[src/rtl/crc_pkg.sv]
// Shared CRC types, bit-reversal helpers and standard presets for crc_stream_engine.
// Purely declarative: no latency, no flow control.
package crc_pkg;

  typedef logic [31:0] crc_t;

  typedef struct packed {
    logic [5:0] width;
    crc_t       poly;
    crc_t       init;
    crc_t       xor_out;
    logic       refl_in;
    logic       refl_out;
    crc_t       residue;
  } crc_cfg_t;

  localparam crc_cfg_t CRC32_ETH = '{
    width: 6'd32, poly: 32'h04C11DB7, init: 32'hFFFFFFFF, xor_out: 32'hFFFFFFFF,
    refl_in: 1'b1, refl_out: 1'b1, residue: 32'hDEBB20E3
  };

  localparam crc_cfg_t CRC16_CCITT = '{
    width: 6'd16, poly: 32'h00001021, init: 32'h0000FFFF, xor_out: 32'h00000000,
    refl_in: 1'b0, refl_out: 1'b0, residue: 32'h00000000
  };

  localparam crc_cfg_t CRC8_SMBUS = '{
    width: 6'd8, poly: 32'h00000007, init: 32'h00000000, xor_out: 32'h00000000,
    refl_in: 1'b0, refl_out: 1'b0, residue: 32'h00000000
  };

  function automatic logic [7:0] reflect8(input logic [7:0] b);
    logic [7:0] r;
    r = '0;
    for (int i = 0; i < 8; i++) r[i] = b[7-i];
    return r;
  endfunction

  // Reverse the low w bits of v; bits above w come back as zero.
  function automatic crc_t reflect_n(input crc_t v, input int w);
    crc_t r;
    r = '0;
    for (int i = 0; i < 32; i++) r[i] = v[31-i];
    return r >> (32 - w);
  endfunction

endpackage

[src/rtl/crc_byte_step.sv]
// Combinational one-byte LFSR update; a disabled step passes the register through.
// Zero latency, no flow control.
module crc_byte_step
  import crc_pkg::*;
#(
  parameter int   CRC_W      = 32,
  parameter crc_t POLY       = CRC32_ETH.poly,
  parameter bit   REFLECT_IN = 1'b1
) (
  input  logic [CRC_W-1:0] crc_i,
  input  logic [7:0]       byte_i,
  input  logic             en_i,
  output logic [CRC_W-1:0] crc_o
);

  localparam logic [CRC_W-1:0] POLY_W = POLY[CRC_W-1:0];

  logic [7:0]       d;
  logic [CRC_W-1:0] r;
  logic             fb;

  always_comb begin
    d  = REFLECT_IN ? reflect8(byte_i) : byte_i;
    r  = crc_i;
    fb = 1'b0;
    for (int i = 7; i >= 0; i--) begin
      fb = r[CRC_W-1] ^ d[i];
      r  = {r[CRC_W-2:0], 1'b0} ^ (fb ? POLY_W : '0);
    end
    crc_o = en_i ? r : crc_i;
  end

endmodule

[src/rtl/crc_stream_engine.sv]
// Streaming CRC generator/checker folding DATA_W/8 bytes per beat; result 1 clk after last beat.
// One-deep result buffer: s_ready drops only while a result is held with m_ready low.
module crc_stream_engine
  import crc_pkg::*;
#(
  parameter int   CRC_W       = 32,
  parameter crc_t POLY        = CRC32_ETH.poly,
  parameter crc_t INIT        = CRC32_ETH.init,
  parameter crc_t XOR_OUT     = CRC32_ETH.xor_out,
  parameter bit   REFLECT_IN  = 1'b1,
  parameter bit   REFLECT_OUT = 1'b1,
  parameter crc_t RESIDUE     = CRC32_ETH.residue,
  parameter int   DATA_W      = 32
) (
  input  logic                clk,
  input  logic                rst,
  input  logic                s_valid,
  output logic                s_ready,
  input  logic [DATA_W-1:0]   s_data,
  input  logic [DATA_W/8-1:0] s_keep,
  input  logic                s_last,
  input  logic                s_abort,
  output logic                m_valid,
  input  logic                m_ready,
  output logic [CRC_W-1:0]    m_crc,
  output logic                m_match
);

  localparam int NB = DATA_W / 8;
  localparam logic [CRC_W-1:0] INIT_W = INIT[CRC_W-1:0];
  localparam logic [CRC_W-1:0] XOR_W  = XOR_OUT[CRC_W-1:0];
  localparam logic [CRC_W-1:0] RES_W  = RESIDUE[CRC_W-1:0];

  logic [CRC_W-1:0] crc_q, crc_d;
  logic [CRC_W-1:0] m_crc_q, m_crc_d;
  logic             m_valid_q, m_valid_d;
  logic             m_match_q, m_match_d;

  logic [CRC_W-1:0] chain [NB+1];
  logic             beat_acc;
  logic             frame_end;
  crc_t             fin_full;
  logic [CRC_W-1:0] fin;

  assign chain[0] = crc_q;

  for (genvar g = 0; g < NB; g++) begin : g_step
    crc_byte_step #(
      .CRC_W      (CRC_W),
      .POLY       (POLY),
      .REFLECT_IN (REFLECT_IN)
    ) u_step (
      .crc_i  (chain[g]),
      .byte_i (s_data[8*g +: 8]),
      .en_i   (s_keep[g]),
      .crc_o  (chain[g+1])
    );
  end

  assign s_ready   = !m_valid_q || m_ready;
  assign beat_acc  = s_valid && s_ready && !s_abort;
  assign frame_end = beat_acc && s_last;

  // The residue is compared after output reflection, so it matches catalogue residues.
  always_comb begin
    fin_full = '0;
    fin_full[CRC_W-1:0] = chain[NB];
    if (REFLECT_OUT) fin_full = reflect_n(fin_full, CRC_W);
    fin = fin_full[CRC_W-1:0];
  end

  always_comb begin
    crc_d     = crc_q;
    m_valid_d = m_valid_q;
    m_crc_d   = m_crc_q;
    m_match_d = m_match_q;
    if (m_ready) m_valid_d = 1'b0;
    if (s_abort) begin
      crc_d = INIT_W;
    end else if (beat_acc) begin
      crc_d = s_last ? INIT_W : chain[NB];
    end
    if (frame_end) begin
      m_valid_d = 1'b1;
      m_crc_d   = fin ^ XOR_W;
      m_match_d = (fin == RES_W);
    end
  end

  always_ff @(posedge clk) begin
    if (rst) begin
      crc_q     <= INIT_W;
      m_valid_q <= 1'b0;
      m_crc_q   <= '0;
      m_match_q <= 1'b0;
    end else begin
      crc_q     <= crc_d;
      m_valid_q <= m_valid_d;
      m_crc_q   <= m_crc_d;
      m_match_q <= m_match_d;
    end
  end

  assign m_valid = m_valid_q;
  assign m_crc   = m_crc_q;
  assign m_match = m_match_q;

  // Byte enables must be a run of ones starting at byte 0.
  logic [NB:0] keep_inc;
  assign keep_inc = {1'b0, s_keep} + (NB+1)'(1);

  always_ff @(posedge clk) begin
    if (!rst && beat_acc) assert ((keep_inc & {1'b0, s_keep}) == '0);
  end

endmodule

[config.mk]
export PLATFORM = sky130hd
export DESIGN_NAME = crc_stream_engine
export DESIGN_NICKNAME = d
export VERILOG_FILES = /design/src/rtl/crc_pkg.sv /design/src/rtl/crc_byte_step.sv /design/src/rtl/crc_stream_engine.sv
export SDC_FILE = /design/constraint.sdc
export NUM_CORES = 1
export LEC_CHECK = 0
export CORE_UTILIZATION = 60
export CTS_CLUSTER_SIZE = 16
export DETAILED_ROUTE_END_ITERATION = 8
export GPL_TIMING_DRIVEN = 0
export HOLD_SLACK_MARGIN = 0.15
export PLACE_DENSITY_LB_ADDON = 0.05
export SETUP_SLACK_MARGIN = 0.4
export SYNTH_ARGS = -nofsm -noshare
export SYNTH_HDL_FRONTEND = slang
export SYNTH_SLANG_ARGS = --single-unit
[constraint.sdc]
create_clock -name clk -period 6.65 [get_ports clk]
set_input_delay 0.665 -clock clk [delete_from_list [all_inputs] [get_ports clk]]
set_output_delay 0.665 -clock clk [all_outputs]
set_load 0.01 [all_outputs]
==> results of run 1 <==
==> final cells by class <==
cell class	instances	area (um^2)	share of cell area [%]
Sequential cell	66	1320	12.4
Timing Repair Buffer	127	1170	10.9
Multi-Input combinational cell	834	7430	69.4
Tap cell	176	220	2.06
Clock buffer	9	225	2.10
Buffer	52	209	1.95
Inverter	8	30.0	0.280
Clock inverter	7	100	0.935
==> layer usage <==
layer | vias up | global-route usage (%)
met2 | 443 | 60.7
met3 | 83 | 6.08
li1 | 3645 | -
met5 | - | 0
met1 | 3748 | 52.1
met4 | 0 | 13.7
==> registers in the layout (all words and copies together), names as in the netlist <==
signal / cells
crc_q: 32
m_crc: 32
m_match: 1
m_valid: 1
==> timing repair <==
action,CTS,global route
gates resized for setup,41,57
buffers inserted,26,29
pin swaps,20,21
endpoints found under the hold margin,0,0
endpoints found under the setup margin,12,4
==> metrics by stage <==
step                worst slack, ns  TNS [ns]  instance area [um^2]  hold slack [ns]
finish                        0.519         0                 10700            0.456
global route                  0.324         0                 10700            0.475
CTS                           0.401         0                 10200            0.457
detailed placement           -0.599     -1.35                  9370            0.450
global placement             -0.577    -0.795                  9370            0.446
floorplan                     0.724         0                  8420            0.455
==> synthesized netlist by cell type (13+ instances only) <==
cell type,instances
o21ai_0,26
dfxtp_1,66
xor3_1,19
o211ai_1,34
a21oi_1,57
xnor2_2,18
xnor3_1,36
clkbuf_1,40
nand2_1,125
nor3_1,13
nor2_1,88
xnor2_1,146
mux2i_1,55
a211oi_1,13
xor2_1,38
nand3_1,20
==> cell families (layout without fill, tap and decap cells) <==
group / after synthesis / in the layout / share of synthesized area, %
buf+inv: 60 / 203 / 2.75
xor+xnor: 267 / 267 / 40.2
flops: 66 / 66 / 15.7
simple gates: 309 / 309 / 16.8
compound gates: 188 / 188 / 15.3
mux: 70 / 70 / 9.31
==> path summary, 6_finish.rpt <==
path / to / cells past startpoint / startpoint
worst max-delay path: m_match / 20 / s_data[0]
worst min-delay path: m_crc[20] / 2 / m_crc[20]
worst max register to register: m_match / 18 / crc_q[29]
worst min register to register: m_crc[20] / 2 / m_crc[20]
==> worst max-delay path, cell delays in order <==
cell,delay (ns)
clkdlybuf4s50_1,0.49
xnor2_4,0.20
buf_4,0.19
xnor2_4,0.24
xor3_2,0.41
mux2i_4,0.27
buf_4,0.20
xnor2_4,0.16
xor3_2,0.49
a21oi_2,0.27
xnor3_2,0.40
xor3_1,0.28
xnor2_1,0.16
mux2i_2,0.28
xor2_1,0.22
mux2i_2,0.19
or4b_1,0.58
a2111oi_2,0.31
nand4_1,0.17
o31ai_2,0.19
==> impl_metrics.env, run 1 <==
export IMPL_dieArea_um2=14500
export IMPL_wirelength_um=28300
export IMPL_relSlewSlack_pct=53.2
export IMPL_hold_viol_final=0
export IMPL_final_util_pct=79.6
export IMPL_drive_gt1_share_pct=17.3
export IMPL_postSynthRegisterBits=66
export IMPL_status="complete, no violations"
export IMPL_antenna_found_initial=0
export IMPL_vias=7919
export IMPL_synth_cells=960
export IMPL_overflow=0
export IMPL_cts_tree="done"
export IMPL_rows=42
export IMPL_synth_top_area_share_pct=15.7
export IMPL_fin_skew_ns=0.0104
export IMPL_netlist_cell_type_count=73
export IMPL_grt_max_degree=14
export IMPL_grt_pass1_vias=7497
export IMPL_hp_class="reg2reg"
export IMPL_die_x_um=120
export IMPL_fmax_mhz=163
export IMPL_slew_violations=0
export IMPL_drv_cap=0
export IMPL_place_inst=1208
export IMPL_cts_made_buffers=9
export IMPL_top_layer="met4"
export IMPL_async_flop_share_pct=0
export IMPL_arrival_ns=6.38
export IMPL_n_antenna_cell=0
export IMPL_ys_top_cells_by_area="dfxtp_1 (16%), xnor2_1 (15%), xnor3_1 (9.6%), mux2i_1 (6.5%), nand2_1 (5.6%)"
export IMPL_syn_nets=1002
export IMPL_end_kind="flip-flop"
export IMPL_crit_required_ns=6.90
export IMPL_grt_pass1_wl_um=41600
export IMPL_crit_path_start_kind="input port"
export IMPL_ant_nets=0
export IMPL_io_buffers=72
export IMPL_netlist_area_um2=8420
export IMPL_drt_initial_drc_count=916
export IMPL_final_cells=1279
export IMPL_clockBufferDepth=2
export IMPL_ioPinCount=77
export IMPL_clk_pin_slew_ns=0.06
export IMPL_start_util_pct=62.6
export IMPL_critical_path_class="in2reg"
export IMPL_synth_warnings=0
export IMPL_met2WireLength_um=13000
export IMPL_grtUsageTotal_pct=38.1
export IMPL_yosysSeqAreaShare_pct=15.7
export IMPL_dieHeight_um=120
export IMPL_fill_cells=910
export IMPL_dr_pass1_iters=5
export IMPL_wl_met1_um=11600
export IMPL_clockRootBuffer="clkbuf_16"
export IMPL_core_area_um2=13500
export IMPL_worstMarginPinSlew_ns=0.698
export IMPL_htreeDepth=3
export IMPL_fin_nets=1140
export IMPL_fin_crit_ns=6.13
export IMPL_layout_cells_most_common="xnor2_1"
export IMPL_yosysTopAreaCell="dfxtp_1"
export IMPL_fin_crit_sh_pct=92.2
export IMPL_synth_ff_type="dfxtp_1"
export IMPL_drc=0
export IMPL_via_per_inst=6.19
export IMPL_wl_met3_um=2600
export IMPL_r2r_slack_ns=0.60
export IMPL_setup_viol=0
export IMPL_synth_edff_count=0
export IMPL_routabilityCongestion=0.987
export IMPL_cts_sinks=66
export IMPL_hpwl_um=21100
export IMPL_clock_latency_ns=0.33
export IMPL_crit_fanout=5
export IMPL_synth_area_per_cell_um2=8.78
export IMPL_wire_per_inst_um=22.1
export IMPL_cts_hold_buf=0
export IMPL_rsz0062_at_grt="false"
export IMPL_layout_common_cells="xnor2_1 (133), nand2_1 (124), nor2_1 (87), clkdlybuf4s50_1 (66), dfxtp_1 (65)"
export IMPL_area_growth_pct=27.1
Power of run 1 is not shown: default switching activity piles up to over one toggle a cycle in this logic, so the estimate is an artifact.
==> run 2: changes to the inputs <==
--- a/config.mk
+++ b/config.mk
@@ -8,7 +8,6 @@
 export CORE_UTILIZATION = 60
 export CTS_CLUSTER_SIZE = 16
 export DETAILED_ROUTE_END_ITERATION = 8
-export GPL_TIMING_DRIVEN = 0
 export HOLD_SLACK_MARGIN = 0.15
 export PLACE_DENSITY_LB_ADDON = 0.05
 export SETUP_SLACK_MARGIN = 0.4
==> impl_metrics.env, run 2 (synthesis results as in run 1) <==
export IMPL_status="complete, no violations"
export IMPL_grt_pass1_vias=6955
export IMPL_overflow=0
export IMPL_finalSetupTns_ns=0
export IMPL_worstMarginPinSlew_ns=0.895
export IMPL_dieHeight_um=120
export IMPL_cts_sinks=66
export IMPL_htreeDepth=3
export IMPL_end_kind="flip-flop"
export IMPL_io_buffers=76
export IMPL_routabilityCongestion=0.968
export IMPL_worst_slack_ns=0.546
export IMPL_crit_fanout=6
export IMPL_wire_per_inst_um=20.6
export IMPL_clk_pin_slew_ns=0.05
export IMPL_ioPinCount=77
export IMPL_drt_initial_drc_count=810
export IMPL_layout_common_cells="xnor2_1 (140), nand2_1 (125), nor2_1 (87), clkdlybuf4s50_1 (72), buf_4 (70)"
export IMPL_dp_slack_ns=-0.0149
export IMPL_rows=42
export IMPL_fin_skew_ns=0.00332
export IMPL_via_per_inst=6.00
export IMPL_cts_made_buffers=9
export IMPL_n_antenna_cell=0
export IMPL_area_growth_pct=21.1
export IMPL_fin_crit_sh_pct=91.8
export IMPL_hold_ws_ns=0.454
export IMPL_drv_cap=0
export IMPL_rsz0062_at_grt="false"
export IMPL_layout_cells_most_common="xnor2_1"
export IMPL_setup_viol=0
export IMPL_fin_crit_ns=6.10
export IMPL_fin_nets=1108
export IMPL_grtUsageTotal_pct=35.5
export IMPL_hold_depth=2
export IMPL_drc=0
export IMPL_critical_path_class="in2reg"
export IMPL_critPathMaxStageDelay_ns=0.56
export IMPL_path_cells="clkdlybuf4s50_1 -> xnor2_2 -> xnor3_2 -> or3_1 -> o2111ai_2 -> nor2_2 -> xnor3_2 -> a211o_1 -> and4_1 -> or4_1 -> a31oi_4 -> xnor2_4 -> xnor3_1 -> mux2_2 -> or4b_1 -> a2111oi_2 -> nand4_1 -> o31ai_2"
export IMPL_grt_pass1_wl_um=38700
export IMPL_slew_violations=0
export IMPL_vias=7477
export IMPL_hold_viol_final=0
export IMPL_cp_num_buf_inv=1
export IMPL_final_cells=1246
export IMPL_clockBufferDepth=2
export IMPL_crit_path_start_kind="input port"
export IMPL_dr_pass1_iters=9
export IMPL_hpwl_um=20600
export IMPL_grt_max_degree=58
export IMPL_ant_nets=0
export IMPL_wirelength_um=25700
export IMPL_cpMaxStageDelayCell="or4_1"
export IMPL_worstSetupPathDepth=18
export IMPL_cts_tree="done"
export IMPL_clockRootBuffer="clkbuf_16"
export IMPL_relSlewSlack_pct=40.3
export IMPL_fmax_mhz=164
export IMPL_drive_gt1_share_pct=16.3
export IMPL_hp_class="reg2reg"
export IMPL_antenna_found_initial=0
export IMPL_clock_latency_ns=0.32
export IMPL_start_util_pct=62.6
export IMPL_core_area_um2=13500
export IMPL_r2r_cells=18
export IMPL_die_x_um=120
export IMPL_arrival_ns=6.35
export IMPL_place_inst=1215
export IMPL_critical_path_top_delay_family="simple AND/OR/NAND/NOR gates"
export IMPL_dieArea_um2=14500
export IMPL_cp_common_cell="xnor3_2"
export IMPL_crit_required_ns=6.89
## run 2: what timing repair did
item | CTS | global route
resized for setup | 6 | 24
endpoints found under the setup margin | 1 | 1
hold buffers | 0 | 0
pin swaps | 3 | 14
setup buffers | 2 | 14
## run 2: cell type report
class	instances	area (um^2)
clock buffer	9	225
clock inverter	6	58.8
fill	1024	3250
inverter	8	30.0
multi-input combinational	834	7060
sequential	66	1320
tap	176	220
timing repair buffer	147	1290
## run 2: final timing paths
check,start,end,slack [ns]
min,m_crc[20],m_crc[20],0.45
max,s_data[4],m_match,0.55
min reg2reg,m_crc[20],m_crc[20],0.45
max reg2reg,crc_q[29],m_match,0.84
## run 2: stage by stage
| stage | util (%) | area, um^2 |
|---|---|---|
| finish | 75.8 | 10200 |
| global route | 75.8 | 10200 |
| CTS | 73.8 | 9930 |
| detailed placement | 71.4 | 9610 |
| global placement | 71.4 | 9610 |
| floorplan | - | 8420 |
## run 2: layer usage
metal  global-route usage (%)  vias to the layer above  wire [um]
li1                         -                     3572          -
met1                     48.4                     3555      11200
met2                     57.9                      292      11900
met3                     5.47                       58       1850
met4                     10.6                        0        799
met5                        0                        -          0
## run 2: worst min-delay path, cell delays in order, from the launching register on
cell and delay [ns]:
dfxtp_1 0.30, nand2_1 0.05, a21oi_1 0.05
Power of run 2 is left out for the same reason.
